==> config.mk <==
export PLATFORM = sky130hd
export DESIGN_NAME = axis_tg_lfsr
export DESIGN_NICKNAME = d
export VERILOG_FILES = /design/src/rtl/noc_tg_pkg.sv /design/src/rtl/lfsr16.sv /design/src/rtl/axis_tg_lfsr.sv
export SDC_FILE = /design/constraint.sdc
export NUM_CORES = 2
export LEC_CHECK = 0
export ABC_CLOCK_PERIOD_IN_PS = 3300
export CAP_MARGIN = 20
export CORE_ASPECT_RATIO = 1.1
export CORE_MARGIN = 2
export CORE_UTILIZATION = 45
export CTS_CLUSTER_SIZE = 40
export DETAILED_ROUTE_END_ITERATION = 16
export HOLD_SLACK_MARGIN = 0.05
export PLACE_DENSITY = 0.77
export SLEW_MARGIN = 20
export SYNTH_ARGS = -nofsm -noshare
export SYNTH_HDL_FRONTEND = slang
export SYNTH_SLANG_ARGS = --single-unit
==> constraint.sdc <==
create_clock -name clk -period 3.3 [get_ports clk]
set_input_delay 0.66 -clock clk [delete_from_list [all_inputs] [get_ports clk]]
set_output_delay 0.66 -clock clk [all_outputs]
set_load 0.01 [all_outputs]
==> src/rtl/noc_tg_pkg.sv <==
// Shared definitions for the NoC traffic generator: FSM states and the
// 16-bit Galois LFSR step used by both pseudo-random sources.
package noc_tg_pkg;

  typedef enum logic [1:0] {
    IDLE  = 2'd0,
    RUN   = 2'd1,
    DRAIN = 2'd2,
    DONE  = 2'd3
  } tg_state_e;

  // Galois feedback mask for a right-shifting 16-bit maximal-length LFSR.
  localparam logic [15:0] LFSR_TAPS = 16'hB400;

  // One step of the right-shifting Galois LFSR.
  function automatic logic [15:0] lfsr16_next(input logic [15:0] v);
    return (v >> 1) ^ (v[0] ? LFSR_TAPS : 16'h0000);
  endfunction

endpackage

==> src/rtl/lfsr16.sv <==
// 16-bit Galois LFSR with a load-on-reset seed and a step enable.
// An all-zero seed would lock the register, so it is replaced by 1.
module lfsr16
  import noc_tg_pkg::*;
(
  input  logic        clk,
  input  logic        rst_n,
  input  logic [15:0] seed,
  input  logic        enable,
  output logic [15:0] value
);

  logic [15:0] seed_eff;
  logic [15:0] value_q;

  assign seed_eff = (seed == 16'h0000) ? 16'h0001 : seed;

  // Load the seed on reset, otherwise step once per enabled cycle.
  always_ff @(posedge clk) begin
    if (!rst_n) begin
      value_q <= seed_eff;
    end else if (enable) begin
      value_q <= lfsr16_next(value_q);
    end
  end

  assign value = value_q;

endmodule

==> src/rtl/axis_tg_lfsr.sv <==
// AXI-Stream single-flit traffic generator for a NoC endpoint.
// Injection is Bernoulli (draw r < load), destinations are uniform from a
// second LFSR. Each flit carries {timestamp, per-destination sequence no.}.
module axis_tg_lfsr
  import noc_tg_pkg::*;
#(
  parameter logic [15:0] SEED         = 16'h0001,
  parameter int          COUNT_WIDTH  = 32,
  parameter int          TID          = 0,
  parameter int          TDATA_WIDTH  = 64,
  parameter int          TDEST_WIDTH  = 4,
  parameter int          TID_WIDTH    = 4,
  parameter int          NUM_ROUTERS  = 16,
  parameter int          DISABLE_SELF = 0
) (
  input  logic                                    clk,
  input  logic                                    rst_n,
  input  logic [15:0]                             load,
  input  logic [COUNT_WIDTH-1:0]                  num_packets,
  input  logic                                    start,
  input  logic [TDATA_WIDTH/2-1:0]                ticks,
  output logic                                    done,
  output logic [NUM_ROUTERS-1:0][COUNT_WIDTH-1:0] sent_packets,
  output logic [COUNT_WIDTH-1:0]                  total_sent_packets,
  output logic                                    axis_out_tvalid,
  input  logic                                    axis_out_tready,
  output logic [TDATA_WIDTH-1:0]                  axis_out_tdata,
  output logic                                    axis_out_tlast,
  output logic [TID_WIDTH-1:0]                    axis_out_tid,
  output logic [TDEST_WIDTH-1:0]                  axis_out_tdest
);

  localparam int          SEQ_W    = TDATA_WIDTH / 2;
  localparam int          IDX_W    = (NUM_ROUTERS > 1) ? $clog2(NUM_ROUTERS) : 1;
  localparam logic [15:0] SEED_INJ = SEED;
  localparam logic [15:0] SEED_DST = SEED ^ 16'hACE1;
  localparam logic [7:0]  SELF_ALT = 8'((TID + 1) % NUM_ROUTERS);

  tg_state_e                        state_q;
  logic                             done_q;
  logic                             tvalid_q;
  logic [TDATA_WIDTH-1:0]           tdata_q;
  logic [TDEST_WIDTH-1:0]           tdest_q;
  logic [COUNT_WIDTH-1:0]           issued_q;
  logic [COUNT_WIDTH-1:0]           target_q;
  logic [COUNT_WIDTH-1:0]           total_q;
  logic [NUM_ROUTERS-1:0][SEQ_W-1:0] seq_w;

  logic [15:0]      r_val;
  logic [15:0]      d_val;
  logic             run_st;
  logic             slot_free;
  logic             hs;
  logic             gen;
  logic             clr_cnt;
  logic [15:0]      dest_prod;
  logic [7:0]       dest_raw;
  logic [7:0]       dest_sel;
  logic [IDX_W-1:0] dest_idx;
  logic             unused_bits;

  assign run_st    = (state_q == RUN);
  assign hs        = tvalid_q & axis_out_tready;
  // The slot can take a new flit if empty or being emptied this cycle.
  assign slot_free = ~tvalid_q | axis_out_tready;
  assign gen       = run_st & slot_free & (issued_q < target_q) & (r_val < load);
  assign clr_cnt   = (state_q == IDLE) & start;

  // Scale the 8-bit draw onto [0, NUM_ROUTERS) and steer around ourselves.
  assign dest_prod = {8'h00, d_val[7:0]} * 16'(NUM_ROUTERS);
  assign dest_raw  = dest_prod[15:8];
  assign dest_sel  = ((DISABLE_SELF != 0) && (dest_raw == 8'(TID))) ? SELF_ALT : dest_raw;
  assign dest_idx  = IDX_W'(dest_sel);

  assign unused_bits = ^{dest_prod[7:0], d_val[15:8]};

  lfsr16 u_inj_lfsr (
    .clk    (clk),
    .rst_n  (rst_n),
    .seed   (SEED_INJ),
    .enable (run_st),
    .value  (r_val)
  );

  lfsr16 u_dst_lfsr (
    .clk    (clk),
    .rst_n  (rst_n),
    .seed   (SEED_DST),
    .enable (gen),
    .value  (d_val)
  );

  // Output slot: load on generation, clear on handshake, hold under backpressure.
  always_ff @(posedge clk) begin
    if (!rst_n) begin
      tvalid_q <= 1'b0;
      tdata_q  <= '0;
      tdest_q  <= '0;
    end else if (gen) begin
      tvalid_q <= 1'b1;
      tdata_q  <= {ticks, seq_w[dest_idx]};
      tdest_q  <= TDEST_WIDTH'(dest_sel);
    end else if (hs) begin
      tvalid_q <= 1'b0;
    end
  end

  // Run bookkeeping: issued flits, latched run length and total handshakes.
  always_ff @(posedge clk) begin
    if (!rst_n) begin
      issued_q <= '0;
      target_q <= '0;
      total_q  <= '0;
    end else if (clr_cnt) begin
      issued_q <= '0;
      target_q <= num_packets;
      total_q  <= '0;
    end else begin
      if (gen) issued_q <= issued_q + 1'b1;
      if (hs)  total_q  <= total_q + 1'b1;
    end
  end

  genvar gi;
  generate
    for (gi = 0; gi < NUM_ROUTERS; gi++) begin : g_dst
      logic [COUNT_WIDTH-1:0] sent_cnt_q;
      logic [SEQ_W-1:0]       seq_cnt_q;

      // Per-destination handshake count and next sequence number.
      always_ff @(posedge clk) begin
        if (!rst_n) begin
          sent_cnt_q <= '0;
          seq_cnt_q  <= '0;
        end else if (clr_cnt) begin
          sent_cnt_q <= '0;
          seq_cnt_q  <= '0;
        end else begin
          if (hs && (tdest_q == TDEST_WIDTH'(gi)))
            sent_cnt_q <= sent_cnt_q + 1'b1;
          if (gen && (dest_idx == IDX_W'(gi)))
            seq_cnt_q <= seq_cnt_q + 1'b1;
        end
      end

      assign sent_packets[gi] = sent_cnt_q;
      assign seq_w[gi]        = seq_cnt_q;
    end
  endgenerate

  // Run control; done is registered so it rises with the final handshake edge.
  always_ff @(posedge clk) begin
    if (!rst_n) begin
      state_q <= IDLE;
      done_q  <= 1'b0;
    end else begin
      case (state_q)
        IDLE: begin
          if (start) begin
            if (num_packets != '0) begin
              state_q <= RUN;
            end else begin
              state_q <= DONE;
              done_q  <= 1'b1;
            end
          end
        end
        RUN: begin
          if (issued_q == target_q) begin
            if (slot_free) begin
              state_q <= DONE;
              done_q  <= 1'b1;
            end else begin
              state_q <= DRAIN;
            end
          end
        end
        DRAIN: begin
          if (slot_free) begin
            state_q <= DONE;
            done_q  <= 1'b1;
          end
        end
        DONE: begin
          if (!start) begin
            state_q <= IDLE;
            done_q  <= 1'b0;
          end
        end
        default: begin
          state_q <= IDLE;
          done_q  <= 1'b0;
        end
      endcase
    end
  end

  assign done               = done_q;
  assign total_sent_packets = total_q;
  assign axis_out_tvalid    = tvalid_q;
  assign axis_out_tdata     = tdata_q;
  assign axis_out_tdest     = tdest_q;
  assign axis_out_tlast     = 1'b1;
  assign axis_out_tid       = TID_WIDTH'(TID);

endmodule

=== Word level (Yosys, flattened, before mapping) ===
Index checks and enable logic that the tools add are counted.

* Magnitude comparators: 3
* Multiplexer cells: 19
* Bitwise logic cells: 10
* Add/subtract/negate cells: 34
* Equality and inequality tests: 39
* Reductions and logical operators: 40

{| class="wikitable"
|+ Operators with widths
! operator !! number
|-
| adder 32 x 1 -> 32 bit (second input constant) || 34
|-
| binary-select mux 32 bit (select 4 bit) || 1
|-
| == test 4 bit (second input constant) || 16
|-
| == test 32 bit || 1
|-
| == test 4 x 3 -> 1 bit (second input constant) || 8
|-
| logical AND 1 bit || 32
|-
| < comparator 32 bit || 1
|-
| two-way mux 16 bit || 2
|-
| two-way mux 32 bit || 1
|-
| nonzero test 32 bit || 1
|-
| bitwise XOR 15 x 16 -> 16 bit || 2
|-
| == test 4 x 2 -> 1 bit (second input constant) || 4
|-
| < comparator 16 bit || 1
|-
| two-way mux 2 bit || 5
|-
| == test 4 x 1 -> 1 bit (second input constant) || 2
|-
| logical NOT 4 bit || 2
|-
| two-way mux 1 bit || 8
|-
| inequality test 2 bit (second input constant) || 4
|-
| case mux 2 bit (4 select lines) || 1
|-
| AND reduction 4 bit || 2
|-
| AND 1 bit || 5
|-
| < comparator 4 x 5 -> 1 bit (second input constant) || 1
|-
| == test 2 bit (second input constant) || 2
|-
| case mux 1 bit (4 select lines) || 1
|-
| 7 further kinds || 8
|}

* Output and inout port bits: 619
* Input port bits: 84
* Word-level logic and storage cells: 187
* Register bits: 1224

=== Longest topological paths before layout ===
* Word-level depth: 6
* Gate-level depth with buffers: 13
* Depth with buffers taken out: 9

=== Hierarchy ===
From an unflattened synthesis, not the netlist that was laid out.

* Cells, all modules: 7114
* Area, all modules: 61027.3 µm²

{| class="wikitable"
|+ By module, submodules not included
! module !! area each (µm²) !! cells each !! seq. area each (µm²) !! times used
|-
| axis_tg_lfsr || 59490.8 || 7018 || 23862.9 || 1
|-
| lfsr16 || 768.2 || 48 || 480.5 || 2
|}

=== Least setup slack after synthesis ===
Ideal clock, no wire load.

* Kind: input -> register
* From: in load[15]
* To: reg g_dst[12].seq_cnt_q[17]
* Slack: 0.299 ns
* Setup time: 0.132 ns
* Data required time: 3.168 ns
* Cell stages on the path: 11
* Data arrival time: 2.868 ns
* Path buffers: 3
* Cell sequence: inv_1 > ha_1 > a22o_1 > nor4_1 > nor4b_2 > nand2_2 > buf_2 > buf_2 > buf_2 > o41ai_1 > a21oi_1

* Cells in the longest elaborated chain, start to end: 3

{| class="wikitable"
|+ RTL lines
! what !! RTL line !! source
|-
| start: declaration || axis_tg_lfsr.sv:18 || <nowiki>input logic [15:0] load,</nowiki>
|-
| < comparator 16 bit || axis_tg_lfsr.sv:66 || <nowiki>assign gen = run_st & slot_free & (issued_q < target_q) & (r_val < load);</nowiki>
|-
| AND 1 bit || axis_tg_lfsr.sv:66 ||
|-
| logical AND 1 bit || axis_tg_lfsr.sv:141 || <nowiki>if (gen && (dest_idx == IDX_W'(gi)))</nowiki>
|-
| end signal: assignment || axis_tg_lfsr.sv:142 || <nowiki>seq_cnt_q <= seq_cnt_q + 1'b1;</nowiki>
|-
| end: declaration || axis_tg_lfsr.sv:128 || <nowiki>logic [SEQ_W-1:0] seq_cnt_q;</nowiki>
|}

No other way between the ends.
A chain may end at the register's enable or synchronous reset.

=== Worst setup path in the final report ===
* From: reg tvalid_q, in the netlist axis_out_tvalid
* To: reg g_dst[5].sent_cnt_q[30]

* Cells in the longest elaborated chain, start to end: 2

{| class="wikitable"
|+ RTL lines
! what !! RTL line !! source
|-
| start: declaration || axis_tg_lfsr.sv:41 || <nowiki>logic tvalid_q;</nowiki>
|-
| start signal: assignment || axis_tg_lfsr.sv:96 || <nowiki>tvalid_q <= 1'b0;</nowiki>
|-
| start signal: assignment || axis_tg_lfsr.sv:100 || <nowiki>tvalid_q <= 1'b1;</nowiki>
|-
| start signal: assignment || axis_tg_lfsr.sv:104 || <nowiki>tvalid_q <= 1'b0;</nowiki>
|-
| AND 1 bit || axis_tg_lfsr.sv:63 || <nowiki>assign hs = tvalid_q & axis_out_tready;</nowiki>
|-
| logical AND 1 bit || axis_tg_lfsr.sv:139 || <nowiki>if (hs && (tdest_q == TDEST_WIDTH'(gi)))</nowiki>
|-
| end signal: assignment || axis_tg_lfsr.sv:140 || <nowiki>sent_cnt_q <= sent_cnt_q + 1'b1;</nowiki>
|-
| end: declaration || axis_tg_lfsr.sv:127 || <nowiki>logic [COUNT_WIDTH-1:0] sent_cnt_q;</nowiki>
|}

No other way between the ends.

==> flow_summary_export.csv <==
group,metric,value,unit
worst_setup_path,r2r_cells,9,
sta,fmax,314,MHz
finish,finalCoreUtilization,55.9,%
logic_synthesis,seq_area_frac_synth,39.3,%
finish,fin_cells,9800,
sta,clock-skew-final,39.4,ps
finish,nNetsFinal,8026,
die,dieArea,0.141,mm²
placed_design,port_buffers,697,
die,rows,143,
clock_network,cts_buffer_depth,3,
drt,drtPass1Iterations,6,
worst_setup_path,required,3950,ps
logic_synthesis,ys.warnings.count,0,
die,initial_core_util,45.2,%
job,maxCapViolCount,0,
sta,fin_crit,3190,ps
sta,setup_violations,0,
sta,whs,441,ps
die,ios,703,
power,leakage,24.4,nW
drt,vias,61033,
clock_network,htreeDepth,4,
drt,routed_wl,211,mm
sta,drv_slew,0,
sta,timing.setup.tns,0,ps
power,p_total,40.6,mW
min_path,min_delay_worst_endpoint,"axis_out_tdata[33]",
worst_setup_path,critPathMaxFanout,14,
clock_network,cts.clk_slew.worst_paths,60,ps
sta,worst_slack,112,ps
drt,wl_per_cell,21.5,µm
min_path,min_from,"ticks[1]",
clock_network,worstSkewPairLatency,790,ps
logic_synthesis,synth_seq_cells,1222,
logic_synthesis,async_reset_ff_share,0,%
die,fp.dieW,359,µm
grt,track_usage,28.6,%
sta,maxSlewHeadroom,46.7,%
finish,synthToLayoutAreaGrowth,23.7,%
grt,antenna_found_initial,30,
drt,drc,0,
sta,hold_viol_final,0,
grt,grt_max_degree,153,
worst_setup_path,rr_startpoint,"axis_out_tvalid",
grt,first_global_vias,56575,
finish,drive_above_1_share,9.39,%
logic_synthesis,syn_inst,7278,
placed_design,post-place-cells,9534,
worst_setup_path,end_kind,"flip-flop",
finish,final_common_cell,"dfxtp_1",
die,coreArea,0.138,mm²
clock_network,cts-root-buf,"clkbuf_16",
placed_design,post-place-ws,-500,ps
drt,viasPerCell,6.23,
drt,antenna_left,0,
placed_design,hpwlAfterDp,152,mm
sta,rsz0062_at_grt,"false",
finish,layout_common_cells,"dfxtp_1 (1218), a21oi_1 (716), clkdlybuf4s50_1 (697)",
min_path,min_delay_path_depth,3,
clock_network,cts_tree,"done",
die,fp.dieH,394,µm
logic_synthesis,synth_cell_types,81,
worst_setup_path,r2r_end,"g_dst[5].sent_cnt_q[30]",
worst_setup_path,criticalPathCategory,"reg -> reg",
clock_network,cts_sinks,1222,
drt,drtIter0Drc,6437,
logic_synthesis,avgSynthCellArea,8.55,µm²
worst_setup_path,cp.arrival,3830,ps
logic_synthesis,synth_ff_type,"dfxtp_1",
power,powerDensity,528,mW/mm²
logic_synthesis,synth_area_leaders,"dfxtp_1 (39%), a21oi_1 (5.8%), mux4_2 (5.7%)",
min_path,hp-class,"in -> reg",
grt,grt_pass1_wl,323,mm
run_status,outcome,"complete, no violations",
finish,finalInstanceArea,0.0770,mm²
sta,tightest_slew,798,ps
logic_synthesis,yosysTopAreaCellShare,39.3,%
clock_network,numCtsBuffers,133,
placed_design,globalplace.congestion,0.961,
logic_synthesis,yosys.area.top_type,"dfxtp_1",
worst_setup_path,reg2reg_slack,110,ps
logic_synthesis,syn_area,0.0622,mm²
grt,overflow,0,
logic_synthesis,synth_edf_count,0,
worst_setup_path,critPathLaunchType,"flip-flop",
sta,period_share,96.6,%
power,vdd_drop_max,0.632,mV
placed_design,placed_area,0.0722,mm²
-- Yosys cell counts, drive strengths merged, types with 4 or more instances --
cell type	number
and2	71
ha	85
or3	147
nor4	49
xnor2	165
mux4	157
and4bb	5
and3	220
nand2b	10
and4	99
nor3b	4
or4	453
o21ai	220
a31o	17
or2	9
buf	95
nor3	77
and4b	6
nor2b	16
clkbuf	460
a21o	5
nor2	624
nand4b	12
a211oi	8
nand3	516
o21a	6
xor2	287
o41ai	9
mux2i	44
dfxtp	1222
a21oi	716
o211ai	4
nand2	533
o31ai	438
a31oi	17
nand4	300
o2111ai	9
inv	133
nor4b	8
-- worst max path at each step --
| stage | slack (ps) | from | end |
|---|---|---|---|
| detailed placement | -500 | load[5] | g_dst[0].seq_cnt_q[5] |
| floorplan | 300 | load[15] | g_dst[12].seq_cnt_q[17] |
| global route | 10 | target_q[31] | g_dst[3].seq_cnt_q[19] |
| global placement | -400 | load[5] | g_dst[0].seq_cnt_q[4] |
| finish | 110 | axis_out_tvalid | g_dst[5].sent_cnt_q[30] |
| CTS | 40 | target_q[31] | axis_out_tdata[14] |
-- where the power goes --
part / total [mW] / internal (mW) / switching (mW) / leakage (nW)
registers: 15.6 / 15.1 / 0.482 / 9.85
clock network: 16.1 / 9.56 / 6.58 / 2.31
logic: 8.93 / 2.97 / 5.96 / 12.3
-- state kept, by name (all words and copies together), names as in the netlist, 14 cells and up --
signal	count
total_sent_packets	32
u_dst_lfsr.value	14
g_dst.seq_cnt_q	512
issued_q	32
axis_out_tdata	64
u_inj_lfsr.value	16
target_q	32
g_dst.sent_cnt_q	512
-- area by class of cell --
type                            instances  area [µm²]
Fill cell                           11870       60800
Clock inverter                         52         860
Multi-Input combinational cell       5370       35000
Inverter                              133         502
Tap cell                             1812        2270
Timing Repair Buffer                  997        9960
Antenna cell                           25        62.6
Sequential cell                      1222       24500
Clock buffer                          189        3850
-- per-layer routing --
layer	wire length [µm]	GRT usage [%]
met1	80600	34.7
met2	96400	44.9
met3	20500	8.00
met4	13100	16.7
met5	102	0
-- cell families after synthesis --
| group | share of synthesized area (%) |
|---|---|
| and+or+nand+nor | 27.7 |
| AOI/OAI and AO/OA | 14.0 |
| DFF | 39.3 |
| buffers and inverters | 4.54 |
| xor gates and xnor gates | 6.36 |
| muxes | 6.39 |
| adders and majority gates | 1.71 |
| other | 0.0121 |
-- worst max-delay path, stage by stage (launching register included) --
cell and delay, ps:
dfxtp_1 840, nand4b_1 320, buf_4 270, buf_4 190, or4_1 640, nor4_1 320, buf_4 180, nand2_1 70
xor2_1 170, nor2_1 60
-- timing repair --
item / in CTS / in global routing
hold endpoints to repair: 0 / 0
setup buffers: 0 / 0
endpoints found under the setup margin: 0 / 67
gates resized for setup: 0 / 7
hold buffers: 0 / 0
(Power assumes the default switching activity.)
